File: src/rtl/wave_capture_multi.sv
// Multi-channel wave capture: decimates a packed sample stream and writes one
// triggered frame per channel into the write half of a ping-pong sample RAM.
module wave_capture_multi #(
  parameter int CHANNELS   = 2,
  parameter int SAMPLE_W   = 16,
  parameter int OUT_W      = 8,
  parameter int DEPTH_LOG2 = 9,
  localparam int TRIG_W    = (CHANNELS > 1) ? $clog2(CHANNELS) : 1
) (
  input  logic                         clk,
  input  logic                         reset,
  input  logic                         new_sample,
  input  logic [CHANNELS*SAMPLE_W-1:0] sample,
  input  logic [2:0]                   decim,
  input  logic [TRIG_W-1:0]            trig_ch,
  input  logic [1:0]                   trig_mode,
  input  logic                         wave_display_idle,
  output logic                         write_enable,
  output logic [DEPTH_LOG2:0]          write_address,
  output logic [CHANNELS*OUT_W-1:0]    write_sample,
  output logic                         read_index,
  output logic                         frame_done,
  output logic [1:0]                   state
);

  typedef enum logic [1:0] {
    ARMED  = 2'd0,
    ACTIVE = 2'd1,
    WAIT   = 2'd2
  } state_t;

  state_t                      st;
  logic [7:0]                  dcnt;
  logic [2:0]                  decim_cur;
  logic [7:0]                  dlim;
  logic                        accept;
  logic [DEPTH_LOG2-1:0]       idx;
  logic                        prev_neg;
  logic                        prev_valid;
  logic [SAMPLE_W-1:0]         trig_s;
  logic                        cur_neg;
  logic                        is_trig;
  logic [CHANNELS*OUT_W-1:0]   conv;

  assign state = st;

  // new_sample is a strobe with no back-pressure: the sample is consumed on
  // every cycle it is high, and an accepted strobe yields a write one cycle later.
  assign dlim   = (8'd1 << decim_cur) - 8'd1;
  assign accept = new_sample && (dcnt == 8'd0);

  // The period starting at an accepted strobe uses the decim seen at that strobe.
  always_ff @(posedge clk or negedge reset) begin
    if (!reset) begin
      dcnt      <= 8'd0;
      decim_cur <= 3'd0;
    end else if (new_sample) begin
      if (dcnt == 8'd0) begin
        decim_cur <= decim;
        dcnt      <= (decim == 3'd0) ? 8'd0 : 8'd1;
      end else if (dcnt >= dlim) begin
        dcnt <= 8'd0;
      end else begin
        dcnt <= dcnt + 8'd1;
      end
    end
  end

  always_comb begin
    trig_s = sample[0 +: SAMPLE_W];
    for (int c = 1; c < CHANNELS; c++) begin
      if (trig_ch == TRIG_W'(c)) trig_s = sample[c*SAMPLE_W +: SAMPLE_W];
    end
  end

  assign cur_neg = trig_s[SAMPLE_W-1];

  always_comb begin
    conv = '0;
    for (int c = 0; c < CHANNELS; c++) begin
      conv[c*OUT_W +: OUT_W] = {~sample[c*SAMPLE_W + SAMPLE_W - 1],
                                sample[c*SAMPLE_W + SAMPLE_W - 2 -: OUT_W - 1]};
    end
  end

  always_comb begin
    case (trig_mode)
      2'd0:    is_trig = 1'b1;
      2'd1:    is_trig = prev_valid && prev_neg && !cur_neg;
      2'd2:    is_trig = prev_valid && !prev_neg && cur_neg;
      default: is_trig = 1'b0;
    endcase
  end

  always_ff @(posedge clk or negedge reset) begin
    if (!reset) begin
      st            <= ARMED;
      idx           <= '0;
      write_enable  <= 1'b0;
      write_address <= {1'b1, {DEPTH_LOG2{1'b0}}};
      write_sample  <= '0;
      read_index    <= 1'b0;
      frame_done    <= 1'b0;
      prev_neg      <= 1'b0;
      prev_valid    <= 1'b0;
    end else begin
      write_enable <= 1'b0;
      frame_done   <= 1'b0;
      if (accept) begin
        prev_neg   <= cur_neg;
        prev_valid <= 1'b1;
      end
      case (st)
        ARMED: begin
          if (accept && is_trig) begin
            write_enable  <= 1'b1;
            write_address <= {~read_index, {DEPTH_LOG2{1'b0}}};
            write_sample  <= conv;
            idx           <= DEPTH_LOG2'(1);
            st            <= ACTIVE;
          end
        end
        ACTIVE: begin
          if (accept) begin
            write_enable  <= 1'b1;
            write_address <= {~read_index, idx};
            write_sample  <= conv;
            idx           <= idx + DEPTH_LOG2'(1);
            if (idx == {DEPTH_LOG2{1'b1}}) st <= WAIT;
          end
        end
        WAIT: begin
          // Swap only while the display is idle so it never sees a torn frame.
          if (wave_display_idle) begin
            read_index    <= ~read_index;
            frame_done    <= 1'b1;
            idx           <= '0;
            write_address <= {read_index, {DEPTH_LOG2{1'b0}}};
            st            <= ARMED;
          end
        end
        default: st <= ARMED;
      endcase
    end
  end

endmodule

File: config.mk
export PLATFORM = sky130hd
export DESIGN_NAME = wave_capture_multi
export DESIGN_NICKNAME = d
export VERILOG_FILES = /design/src/rtl/wave_capture_multi.sv
export SDC_FILE = /design/constraint.sdc
export NUM_CORES = 1
export LEC_CHECK = 0
export CAP_MARGIN = 30
export CORE_ASPECT_RATIO = 0.7
export CORE_MARGIN = 1.5
export CORE_UTILIZATION = 25
export DETAILED_ROUTE_END_ITERATION = 10
export DONT_BUFFER_PORTS = 1
export SYNTH_ARGS = -nofsm -noshare
export SYNTH_HDL_FRONTEND = slang
export SYNTH_SLANG_ARGS = --single-unit
File: constraint.sdc
create_clock -name clk -period 2.15 [get_ports clk]
set_input_delay 0.1075 -clock clk [delete_from_list [all_inputs] [get_ports clk]]
set_output_delay 0.1075 -clock clk [all_outputs]
set_load 0.02 [all_outputs]
==> qor.csv <==
stage,metric,value,unit
global_route,grt_overflow,0,
critical_path,critPathArrivalTime,2310,ps
power,p_leak,1.668,nW
floorplanning,dieArea,11590,µm²
placed_design,place.gp.congestion,0.8150,
logic_synthesis,synth_top_cell_area_share,47.55,%
floorplanning,die_x,128.0,µm
logic_synthesis,yosysUniqueCellTypes,47,
placed_design,hpwl,4610,µm
floorplanning,initial_core_util,26.03,%
critical_path,endpoint,dcnt[2]$_DFFE_PN0P_,
floorplanning,core-area,10510,µm²
critical_path,critical_path.max_stage_delay,410,ps
global_route,grt_pass1_vias,2108,
global_route,grt_max_degree,54,
logic_synthesis,synth_warnings,0,
critical_path,cp-start-kind,flip-flop,
critical_path,crit_required,2340,ps
layout,layout-drive-gt1-share,24.25,%
logic_synthesis,synth_xor_area_share,0.9602,%
logic_synthesis,synth_top_area_cell,dfrtp_1,
timing,hold_violations,3,
layout,diodes,0,
layout,final_area,3590,µm²
logic_synthesis,synth_edf_count,0,
critical_path,r2r_end,dcnt[2]$_DFFE_PN0P_,
logic_synthesis,ys.flop_type,dfrtp_1,
logic_synthesis,ys_top_cells_by_area,"dfrtp_1, ha_1, mux2_2, nand2_1, a22o_1",
layout,syn_to_final_growth,31.18,%
power,switching_power,0.001777,W
timing,finClkSkew,6.763,ps
critical_path,rr_worst_depth,8,
detailed_routing,drt-wirelength-per-cell,14.69,µm
critical_path,critPathSlowestCell,or3_4,
critical_path,cp-startpoint,decim_cur[2]$_DFFE_PN0P_,
logic_synthesis,synth_adder_area_share,7.316,%
cts,path_clk_slew,70,ps
placed_design,portBuffers,0,
floorplanning,die_height,90.53,µm
run,drv_cap,0,
global_route,grt_pass1_wl,10580,µm
power,p_int,0.002629,W
timing,holdWs,-28.19,ps
critical_path,path_cells,"or3_4, ha_4, nor3b_2, o21a_1, o311ai_4, buf_6, o21ai_2, a21o_1",
floorplanning,pin_count,73,
cts,cts_buffers,5,
logic_synthesis,syn_avg_cell_area,10.95,µm²
power,p_comb_share,42.9,%
logic_synthesis,synth_common_cells,"dfrtp_1, nand2_1, ha_1, mux2_2",
power,clkPwrFrac,18.1,%
timing,rsz0062_at_grt,true,
timing,drv_slew,0,
logic_synthesis,muxShareOfSynthArea,8.871,%
critical_path,cp-end-kind,flip-flop,
critical_path,critPathKind,flip-flop to flip-flop,
power,power.density,1227,nW/µm²
cts,clk_latency,290,ps
placed_design,placed_area,3099,µm²
global_route,track_usage,11.63,%
critical_path,ff2ff_setup_slack,30,ps
cts,post_cts_buffers,0,
power,p_sw_share,40.34,%
logic_synthesis,netlist_area,2736,µm²
detailed_routing,wirelength,6598,µm
timing,fin_crit_sh,98.50,%
global_route,antenna_found_initial,0,
run_status,outcome,"finished, violations left",
power,seq_power_share,39.0,%
layout,layout.nets,358,
cts,postCtsHoldBufs,22,
detailed_routing,vias,2132,
timing,layout_min_cycle_time,2118,ps
cts,cts_max_path_buffers,2,
cts,root_buffer,clkbuf_16,
cts,clock_sinks,53,
cts,ctsHtreeMaxLevel,2,
run_status,violations,hold timing,
cts,cts_tree,done,
critical_path,cp.depth,8,
detailed_routing,drc_errors,0,
detailed_routing,firstDrtPassIters,4,
logic_synthesis,synth_top_family_by_area,simple AND/OR/NAND/NOR gates,
floorplanning,rows,31,
timing,fin_setup_tns,0,ps
critical_path,path_max_fanout,6,
critical_path,rr_startpoint,decim_cur[2]$_DFFE_PN0P_,
logic_synthesis,async_flop_share,100.0,%
logic_synthesis,yosysSeqAreaShare,48.51,%
logic_synthesis,netlist_instances,250,
logic_synthesis,yosys.area_share.simple,17.15,%
timing,max_freq,472.2,MHz
detailed_routing,drt_iter0_markers,103,
worst_hold_path,min_from,new_sample,
worst_hold_path,hp-class,input port to flip-flop,
logic_synthesis,ys_ff_latch,53,
timing,setup_violations,0,
detailed_routing,ant_nets,0,
critical_path,crit_buf_inv,1,
logic_synthesis,synth.most_common_cell,dfrtp_1,
critical_path,path_delay_family,compound AO/OA/AOI/OAI gates,
logic_synthesis,synth_compound_area_share,14.31,%
power,peakVddDrop,0.0004145,V
logic_synthesis,synthesis.nets,308,
detailed_routing,vias_per_cell,4.748,
## power by group through the flow
stage	clock, W	sequential (W)	combinational (W)
4_1_cts	0.000827	0.00172	0.00173
6_report	0.000797	0.00172	0.00189
5_1_grt	0.000876	0.00176	0.00209
2_1_floorplan	0	0.00174	0.00107
3_5_place_dp	0	0.00173	0.00161
3_3_place_gp	0	0.00172	0.00157
## cells by family (layout without fill, tap and decap cells)
kind of cell,count (synthesis),after routing
AO/OA/AOI/OAI,56,56
XOR/XNOR,3,3
adder cells (fa/ha/maj),16,16
buffers and inverters,17,68
flip-flops,53,53
multiplexers,22,22
other,1,1
AND/OR/NAND/NOR,82,82
## final cells by class
class                      instances  area [µm²]
inverter                          10       37.54
tap                              148       185.2
clock buffer                       6       128.9
clock inverter                     2       15.01
timing repair buffer              50       467.9
sequential                        53        1328
multi-input combinational        180        1428
fill                            1040        6922
## placed cells by master, fill, tap and decap left out, types with 3 or more instances in the layout
| master | count |
|---|---|
| and3_1 | 9 |
| mux2_1 | 4 |
| a22o_1 | 10 |
| nand2b_1 | 4 |
| and2_1 | 3 |
| a221o_1 | 3 |
| mux2i_1 | 4 |
| o21ai_0 | 8 |
| dfrtp_1 | 52 |
| o21ai_2 | 4 |
| o21a_1 | 3 |
| clkbuf_16 | 5 |
| inv_1 | 8 |
| dlygate4sd3_1 | 21 |
| o31ai_1 | 5 |
| buf_4 | 25 |
| nor2_1 | 13 |
| nand2_1 | 24 |
| nand3_1 | 6 |
| ha_1 | 14 |
| nor3b_1 | 5 |
| mux2_2 | 14 |
| a21oi_1 | 8 |
| a21o_1 | 4 |
## what timing repair did
item / in CTS / in global routing
cloned: 1 / 0
gates resized for setup: 4 / 22
setup endpoints to repair: 10 / 10
hold endpoints to repair: 74 / 3
pin swaps: 0 / 12
## per-layer routing
metal / up-vias / wire, µm / global-route usage [%]
li1: 1012 / - / -
met5: - / 0 / 0
met2: 61 / 2927 / 18.28
met1: 1047 / 3114 / 14.90
met4: 0 / 124 / 3.652
met3: 12 / 432 / 4.147
## state kept, by name, summed over array words and instances (netlist names)
register and cells:
decim_cur 3, write_sample 16, prev_valid 1, idx 9, prev_neg 1, write_enable 1, state 2, read_index 1
frame_done 1, write_address 10, dcnt 8
## how the worst min path moves through the flow
| stage | to | cells past startpoint |
|---|---|---|
| final | dcnt[3]$_DFFE_PN0P_ | 2 |
| after global routing | dcnt[3]$_DFFE_PN0P_ | 2 |
| after CTS | dcnt[4]$_DFFE_PN0P_ | 2 |
| after detailed placement | frame_done$_DFF_PN0_ | 0 |
| after global placement | frame_done$_DFF_PN0_ | 0 |
| after floorplan | dcnt[0]$_DFFE_PN0P_ | 0 |
## metrics by stage
stage / total power (W) / utilization, % / setup WS [ps] / instances
global route: 0.004729 / 34.15 / -34.11 / 449
floorplan: 0.002805 / - / 6.635 / 250
detailed placement: 0.003348 / 29.48 / -32.98 / 418
CTS: 0.004276 / 33.33 / -2.462 / 449
finish: 0.004406 / 34.15 / 32.24 / 449
global placement: 0.003287 / 29.48 / 5.758 / 418
Power figures use the tool's default switching activity.
